<file path="src/rtl/spi_master_sched_pkg.sv">
// Shared SPI definitions: frame length and scheduler FSM states.
// Used by the SPI master scheduler and its sub-blocks.
package spi_master_sched_pkg;

    localparam int SPI_DATA_LENGTH = 8;

    typedef enum logic [1:0] {
        ST_IDLE  = 2'd0,
        ST_SETUP = 2'd1,
        ST_SHIFT = 2'd2,
        ST_GAP   = 2'd3
    } state_e;

    function automatic int max3(input int a, input int b, input int c);
        int m;
        m = (a > b) ? a : b;
        return (m > c) ? m : c;
    endfunction

endpackage

</file>
<file path="src/rtl/spi_master_sched_rr_arbiter.sv">
// Round-robin arbiter: first set request searching upward from ptr+1.
// Purely combinational; the caller owns the pointer register.
module rr_arbiter #(
    parameter int N_REQ = 2,
    parameter int IW    = 1
) (
    input  logic [N_REQ-1:0] req,
    input  logic [IW-1:0]    ptr,
    output logic [N_REQ-1:0] gnt,
    output logic [IW-1:0]    idx,
    output logic             any
);

    always_comb begin
        gnt = '0;
        idx = '0;
        any = 1'b0;
        for (int k = 1; k <= N_REQ; k++) begin
            if (!any && req[(int'(ptr) + k) % N_REQ]) begin
                any = 1'b1;
                gnt[(int'(ptr) + k) % N_REQ] = 1'b1;
                idx = IW'((int'(ptr) + k) % N_REQ);
            end
        end
    end

endmodule

</file>
<file path="src/rtl/spi_master_sched.sv">
// SPI mode-0 master shared round-robin between N_REQ requesters.
// One byte per SS frame, full duplex, all outputs registered.
module spi_master_sched
    import spi_master_sched_pkg::*;
#(
    parameter int  N_REQ    = 2,
    parameter int  DATA_W   = SPI_DATA_LENGTH,
    parameter int  CLK_DIV  = 4,
    parameter int  SS_SETUP = 2,
    parameter int  SS_GAP   = 4,
    localparam int IW       = (N_REQ > 1) ? $clog2(N_REQ) : 1
) (
    input  logic                      clk,
    input  logic                      rst_n,
    input  logic [N_REQ-1:0]          req,
    input  logic [N_REQ*DATA_W-1:0]   req_data,
    output logic [N_REQ-1:0]          gnt,
    output logic                      done,
    output logic [IW-1:0]             done_id,
    output logic [DATA_W-1:0]         rx_data,
    output logic                      busy,
    output logic                      SCLK,
    output logic                      MOSI,
    input  logic                      MISO,
    output logic                      SS
);

    localparam int TW = $clog2(max3(CLK_DIV, SS_SETUP, SS_GAP));
    localparam int EW = $clog2(2 * DATA_W + 1);

    state_e              state_q, state_nx;
    logic [TW-1:0]       cnt_q, cnt_nx;
    logic [EW-1:0]       ecnt_q, ecnt_nx;
    logic [DATA_W-1:0]   tx_q, tx_nx;
    logic [DATA_W-1:0]   rx_q, rx_nx;
    logic [IW-1:0]       id_q, id_nx;
    logic [IW-1:0]       ptr_q, ptr_nx;
    logic [N_REQ-1:0]    gnt_nx;
    logic                done_nx, busy_nx, sclk_nx, mosi_nx, ss_nx;
    logic [IW-1:0]       done_id_nx;
    logic [DATA_W-1:0]   rx_data_nx;

    logic [N_REQ-1:0]    arb_gnt;
    logic [IW-1:0]       arb_idx;
    logic                arb_any;
    logic [DATA_W-1:0]   sel_data;

    rr_arbiter #(
        .N_REQ (N_REQ),
        .IW    (IW)
    ) u_arb (
        .req (req),
        .ptr (ptr_q),
        .gnt (arb_gnt),
        .idx (arb_idx),
        .any (arb_any)
    );

    assign sel_data = req_data[arb_idx*DATA_W +: DATA_W];

    always_comb begin
        state_nx   = state_q;
        cnt_nx     = cnt_q;
        ecnt_nx    = ecnt_q;
        tx_nx      = tx_q;
        rx_nx      = rx_q;
        id_nx      = id_q;
        ptr_nx     = ptr_q;
        gnt_nx     = '0;
        done_nx    = 1'b0;
        busy_nx    = busy;
        sclk_nx    = SCLK;
        mosi_nx    = MOSI;
        ss_nx      = SS;
        done_id_nx = done_id;
        rx_data_nx = rx_data;
        unique case (state_q)
            ST_IDLE: begin
                if (arb_any) begin
                    state_nx = ST_SETUP;
                    cnt_nx   = '0;
                    gnt_nx   = arb_gnt;
                    tx_nx    = sel_data;
                    id_nx    = arb_idx;
                    ptr_nx   = arb_idx;
                    ss_nx    = 1'b0;
                    mosi_nx  = sel_data[DATA_W-1];
                    busy_nx  = 1'b1;
                end
            end
            ST_SETUP: begin
                if (cnt_q == TW'(SS_SETUP - 1)) begin
                    state_nx = ST_SHIFT;
                    cnt_nx   = '0;
                    ecnt_nx  = '0;
                end else begin
                    cnt_nx = cnt_q + 1'b1;
                end
            end
            ST_SHIFT: begin
                if (cnt_q != TW'(CLK_DIV - 1)) begin
                    cnt_nx = cnt_q + 1'b1;
                end else begin
                    cnt_nx  = '0;
                    ecnt_nx = ecnt_q + 1'b1;
                    sclk_nx = !SCLK;
                    if (!SCLK) begin
                        rx_nx = {rx_q[DATA_W-2:0], MISO};
                    end else if (ecnt_q == EW'(2 * DATA_W - 1)) begin
                        state_nx   = ST_GAP;
                        ss_nx      = 1'b1;
                        done_nx    = 1'b1;
                        rx_data_nx = rx_q;
                        done_id_nx = id_q;
                    end else begin
                        // rotate so the next bit sits at the MSB
                        tx_nx   = {tx_q[DATA_W-2:0], tx_q[DATA_W-1]};
                        mosi_nx = tx_q[DATA_W-2];
                    end
                end
            end
            ST_GAP: begin
                if (cnt_q == TW'(SS_GAP - 1)) begin
                    state_nx = ST_IDLE;
                    cnt_nx   = '0;
                    busy_nx  = 1'b0;
                end else begin
                    cnt_nx = cnt_q + 1'b1;
                end
            end
            default: state_nx = ST_IDLE;
        endcase
    end

    always_ff @(posedge clk or negedge rst_n) begin
        if (!rst_n) begin
            state_q <= ST_IDLE;
            cnt_q   <= '0;
            ecnt_q  <= '0;
            tx_q    <= '0;
            rx_q    <= '0;
            id_q    <= '0;
            ptr_q   <= IW'(N_REQ - 1);
            gnt     <= '0;
            done    <= 1'b0;
            done_id <= '0;
            rx_data <= '0;
            busy    <= 1'b0;
            SCLK    <= 1'b0;
            MOSI    <= 1'b0;
            SS      <= 1'b1;
        end else begin
            state_q <= state_nx;
            cnt_q   <= cnt_nx;
            ecnt_q  <= ecnt_nx;
            tx_q    <= tx_nx;
            rx_q    <= rx_nx;
            id_q    <= id_nx;
            ptr_q   <= ptr_nx;
            gnt     <= gnt_nx;
            done    <= done_nx;
            done_id <= done_id_nx;
            rx_data <= rx_data_nx;
            busy    <= busy_nx;
            SCLK    <= sclk_nx;
            MOSI    <= mosi_nx;
            SS      <= ss_nx;
        end
    end

endmodule

</file>
<file path="config.mk">
export PLATFORM = sky130hd
export DESIGN_NAME = spi_master_sched
export DESIGN_NICKNAME = d
export VERILOG_FILES = /design/src/rtl/spi_master_sched_pkg.sv /design/src/rtl/spi_master_sched_rr_arbiter.sv /design/src/rtl/spi_master_sched.sv
export SDC_FILE = /design/constraint.sdc
export NUM_CORES = 1
export LEC_CHECK = 0
export BUFFER_PORTS_ARGS = -buffer_cell sky130_fd_sc_hd__buf_2
export CORE_MARGIN = 2
export CORE_UTILIZATION = 50
export DETAILED_ROUTE_END_ITERATION = 10
export HOLD_SLACK_MARGIN = 0.06
export PLACE_DENSITY_LB_ADDON = 0.12
export SETUP_SLACK_MARGIN = 0.2
export SLEW_MARGIN = 20
export SYNTH_ARGS = -nofsm -noshare
export SYNTH_HDL_FRONTEND = slang
export SYNTH_SLANG_ARGS = --single-unit
export TNS_END_PERCENT = 50
</file>
<file path="constraint.sdc">
create_clock -name clk -period 1.81 [get_ports clk]
set_clock_uncertainty 0.15 [all_clocks]
set_input_delay 0.362 -clock clk [delete_from_list [all_inputs] [get_ports clk]]
set_output_delay 0.362 -clock clk [all_outputs]
set_load 0.01 [all_outputs]
</file>
# After elaboration in Yosys (flattened, before gate mapping)

Cells that the tools add are included.

Flip-flop bits (word level): 43
Input port bits: 21
Output and inout bits: 16

Add/subtract/negate cells: 4
$lt $le $gt $ge: 4
Eq/ne operators: 14
Shift-type cells: 1
Muxes and demuxes: 55
Bitwise logic cells: 5
Reduce and logical (&&, ||, !) cells: 18

Operator list:

| kind                                                               | number |
|---|---|
| 2-to-1 mux 8 bit                                                   | 4 |
| 2-to-1 mux 2 bit                                                   | 14 |
| 2-to-1 mux 1 bit                                                   | 26 |
| inequality test 2 bit (second input constant)                      | 8 |
| case mux 2 bit (4 select lines)                                    | 2 |
| case mux 8 bit (2 select lines)                                    | 1 |
| indexed part select 16 x 5 -> 8 bit                                | 1 |
| 2-to-1 mux 5 bit                                                   | 2 |
| case mux 5 bit (2 select lines)                                    | 1 |
| AND reduction 5 bit                                                | 2 |
| AND reduction 3 bit                                                | 3 |
| == test 2 bit (second input constant)                              | 3 |
| less-than comparator 2 x 3 -> 1 bit (second input constant)        | 2 |
| case mux 1 bit (2 select lines)                                    | 3 |
| AND reduction 6 bit                                                | 1 |
| nonzero test 2 bit                                                 | 3 |
| adder 5 x 1 -> 5 bit (second input constant)                       | 1 |
| == test 5 x 4 -> 1 bit (second input constant)                     | 1 |
| == test 2 x 1 -> 1 bit (second input constant)                     | 2 |
| greater-or-equal comparator 2 x 1 -> 1 bit (second input constant) | 2 |
| AND reduction 2 bit                                                | 2 |
| AND reduction 4 bit                                                | 1 |
| logical AND 1 bit                                                  | 3 |
| adder 1 bit (second input constant)                                | 2 |
| 7 further kinds                                                    | 11 |

# Logic depth before layout (Yosys ltp)

Depth after elaboration: 12
Depth in mapped cells: 8

# By module

From an unflattened synthesis, not the netlist that was laid out.

Cell total of the unflattened synthesis: 207
Area total of the unflattened synthesis: 2135.8 sq um

Modules (own cells, without submodules):

| module           | instances | cells each | area an instance (sq um) | sequential area each (sq um) |
|---|---|---|---|---|
| spi_master_sched | 1         | 202        | 2103.3                   | 1053.5 |
| rr_arbiter       | 1         | 5          | 32.5                     | 0.0 |

# Worst setup path before layout

No wires, ideal clock.

Path type: reg-to-reg
From: register ecnt_q[0]
To: register tx_q[0]
Arrival: 1.579 ns
Required time: 1.533 ns
Path slack: -0.046 ns
Cell stages (with the launch flop): 9
Buffers on the path: 1
Path through: dfrtp_1 > ha_1 > and3_1 > ha_1 > and4b_1 > o21ai_4 > buf_6 > nand2_1 > o21ai_1

Word-level cells in the longest chain between the ends: 3

RTL lines:

| what                                   | line                    | text |
|---|---|---|
| start: declaration                     | spi_master_sched.sv:33  | `logic [EW-1:0] ecnt_q, ecnt_nx;` |
| start signal: assignment               | spi_master_sched.sv:155 | `ecnt_q <= ecnt_nx;` |
| == test 5 x 4 -> 1 bit                 | spi_master_sched.sv:109 | `end else if (ecnt_q == EW'(2 * DATA_W - 1)) begin` |
| inequality test 2 bit (no source line) | -                       |  |
| AND reduction 5 bit (no source line)   | -                       |  |
| end signal: assignment                 | spi_master_sched.sv:156 | `tx_q <= tx_nx;` |
| end: declaration                       | spi_master_sched.sv:34  | `logic [DATA_W-1:0] tx_q, tx_nx;` |

Every way passes these cells.
A chain may end at the register's enable or synchronous reset.

# Worst setup path after layout

From: register ecnt_q[1]
To: register ecnt_q[4]

Word-level cells in the longest chain between the ends: 3

RTL lines:

| what                            | line                    | text |
|---|---|---|
| adder 5 x 1 -> 5 bit            | spi_master_sched.sv:105 | `ecnt_nx = ecnt_q + 1'b1;` |
| 2-to-1 mux 5 bit                | spi_master_sched.sv:101 | `if (cnt_q != TW'(CLK_DIV - 1)) begin` |
| case mux 5 bit (2 select lines) | spi_master_sched.sv:77  | `unique case (state_q)` |

Every way passes these cells. The select of a mux whose other input is x is not followed.

==> flow_summary.ini <==
[drt]
wire_per_inst_um = 14.9
vias_per_cell = 5.30
drt-initial-drc-count = 91
wirelength_mm = 4.64
drtPass1Iterations = 4
num_vias = 1649
antenna_left = 0
drc = 0

[placed_design]
dp_hpwl_mm = 3.21
post_dp_cell_area_um2 = 2480
portBuffers = 36
gp_congestion = 0.788

[timing]
rsz0062_at_grt = true
final.period_utilization_pct = 103
tightest_slew_ns = 0.529
setup_viol = 11
setup_slack_ns = -0.0513
fmax_ghz = 0.537
hold_violations = 0
maxSlewHeadroom_pct = 64.7
fin_crit_ns = 1.86
final_max_slew_viol_count = 0

[worst_hold_path]
hold_class = input pin to flip-flop

[final_layout]
antennaDiodeCount = 0
design.final.nets = 292
finish.utilization_pct = 69.3
area_delta_synth_final_pct = 31.3
fillers = 295
design_area_um2 = 2810
drive_gt1_share_pct = 41.8

[setup_path]
crit_fanout = 2
critPathKind = flip-flop to flip-flop
crit_path_end_kind = flip-flop
cp.required_ns = 1.86
cp_data_arrival_time_ns = 1.91
cp-start-kind = flip-flop

[yosys]
syn_inst = 199
synth_edf_count = 0
avgSynthCellArea_um2 = 10.8
synth_flop_cell = dfrtp_1
ys.warnings.count = 0
synth_nets = 231
synthArstFlopShare_pct = 100
synth_area_um2 = 2140
synth-seq-cells = 42
yosysSeqAreaShare_pct = 49.2
synth_cell_type_count = 41

[grt]
antenna_found_initial = 0
grt_util_all_layers_pct = 19.8
grt_max_degree = 43
grt_pass1_wl_mm = 7.62
grt_pass1_vias = 1658
overflow = 0

[floorplanning]
num_io_pins = 37
die_h_um = 69.4
core_region_area_um2 = 4060
fp.dieW_um = 69.4
start_util_pct = 52.8
rows = 23
dieArea_um2 = 4820

[flow_run]
drv_cap = 0

[pwr]
leakage_nw = 1.44
power_density_nw_per_um2 = 1340
peakVddDrop_v = 0.000769

[run_status]
violations = setup timing
status = finished with violations

[cts]
numCtsBuffers = 5
cts_buffer_depth = 2
cts_tree = yes
h-tree-depth = 2
clkSlewWorstSetupHoldPaths_ns = 0.09
cts-root-buf = clkbuf_8
clock_latency_ns = 0.30
cts_sinks = 42
-- where the power goes --
part	switching (mW)	leakage, nW	total, mW	internal (mW)
sequential	0.167	0.549	1.32	1.15
combinational	0.773	0.825	1.56	0.785
clock	0.338	0.0683	0.890	0.552
total	1.28	1.44	3.77	2.49
-- worst paths after layout --
path,from,endpoint,slack (ns),depth (start not counted)
worst min-delay path,MISO,rx_q[0],0.15,2
min in group asynchronous,rst_n,cnt_q[0],0.51,3
worst max register to register,ecnt_q[1],ecnt_q[4],-0.05,8
worst min register to register,rx_data[2],rx_data[2],0.32,2
max in group asynchronous,rst_n,SS,0.62,3
worst max-delay path,ecnt_q[1],ecnt_q[4],-0.05,8
-- sequential cells by signal, summed over array words and instances, names as in the netlist --
signal   cells
gnt          2
MOSI         1
SS           1
done_id      1
rx_data      8
ptr_q        1
done         1
tx_q         7
state_q      2
SCLK         1
id_q         1
cnt_q        2
rx_q         8
busy         1
ecnt_q       5
-- metrics by stage --
stage	instances	worst slack (ns)	power (mW)	setup TNS, ns	hold slack (ns)
3_3_place_gp	295	-0.00709	2.50	-0.0140	0.299
6_report	311	-0.0513	3.77	-0.302	0.154
4_1_cts	306	-0.0644	3.64	-0.136	0.146
5_1_grt	311	-0.104	4.01	-1.73	0.153
3_5_place_dp	295	-0.0716	2.58	-0.612	0.310
2_1_floorplan	199	0.0149	2.20	0	-0.0836
-- cell type report --
| cell class | count | area [um2] | share of cell area, % |
|---|---|---|---|
| Multi-Input combinational cell | 140 | 1100 | 39.0 |
| Sequential cell | 42 | 1050 | 37.5 |
| Timing Repair Buffer | 62 | 427 | 15.2 |
| Clock buffer | 5 | 68.8 | 2.45 |
| Clock inverter | 3 | 68.8 | 2.45 |
| Tap cell | 50 | 62.6 | 2.23 |
| Inverter | 9 | 33.8 | 1.20 |
-- synthesized netlist by cell type, types with 2 or more instances --
| master | number | area, um2 |
|---|---|---|
| ha_1 | 11 | 138 |
| mux2_1 | 3 | 33.8 |
| mux2i_1 | 8 | 80.1 |
| buf_2 | 3 | 15.0 |
| nor3_1 | 2 | 10.0 |
| o21ai_0 | 8 | 40.0 |
| mux2_2 | 5 | 56.3 |
| nor2_1 | 3 | 11.3 |
| inv_1 | 9 | 33.8 |
| dfrtp_1 | 40 | 1000 |
| a21o_1 | 2 | 15.0 |
| nand2_1 | 46 | 173 |
| nand3_1 | 4 | 20.0 |
| buf_6 | 2 | 22.5 |
| nor2b_1 | 4 | 25.0 |
| a21oi_1 | 5 | 25.0 |
| mux2_4 | 8 | 120 |
| dfstp_2 | 2 | 52.6 |
| a22o_1 | 4 | 35.0 |
| o21ai_1 | 9 | 45.0 |
-- critical path, cell delays in order (launching register included) --
cell	delay (ns)
dfrtp_1	0.40
ha_2	0.20
and3_4	0.16
buf_4	0.13
buf_6	0.11
ha_4	0.24
nand3b_1	0.10
o21ai_1	0.07
a22o_1	0.20
-- routing by layer --
metal  share of wire, %  up-vias  global-route usage (%)  wire length (um)
met5                  0        -                       0                 0
met4                1.6        0                    7.84                74
met3                3.6        7                    3.49               168
met2                 51       37                    35.0              2380
met1                 43      804                    23.9              2010
li1                   -      801                       -                 -
-- placed cells by master, fill, tap and decap left out, drive strengths merged, types with 2 or more instances in the layout --
cell type / netlist / layout
buf: 6 / 60
nand2: 46 / 46
dfrtp: 40 / 40
o21ai: 18 / 18
mux2: 16 / 16
ha: 11 / 11
inv: 9 / 9
mux2i: 8 / 8
clkbuf: 2 / 6
a21oi: 5 / 5
a22o: 4 / 4
nor2b: 4 / 4
nand3: 4 / 4
nor2: 3 / 3
dfstp: 2 / 2
a21o: 2 / 2
nor3: 2 / 2
bufinv: 0 / 2
nand4: 2 / 2
-- logic make-up after synthesis --
kind of cell / synth area share, %
flip-flops: 49.2
AND/OR/NAND/NOR: 14.9
adder cells (fa/ha/maj): 6.43
multiplexers: 13.6
buffers and inverters: 4.21
AO/OA/AOI/OAI: 11.7
-- repair_timing --
item | 4_1_cts | 5_1_grt
gates resized for setup | 20 | 10
setup endpoints to repair | 34 | 35
hold endpoints to repair | 40 | 0
hold buffers | 1 | 0
buffers inserted | 2 | 4
gates cloned | 0 | 1
pin swaps | 11 | 6
No activity file was read; power rests on OpenSTA's default activity.
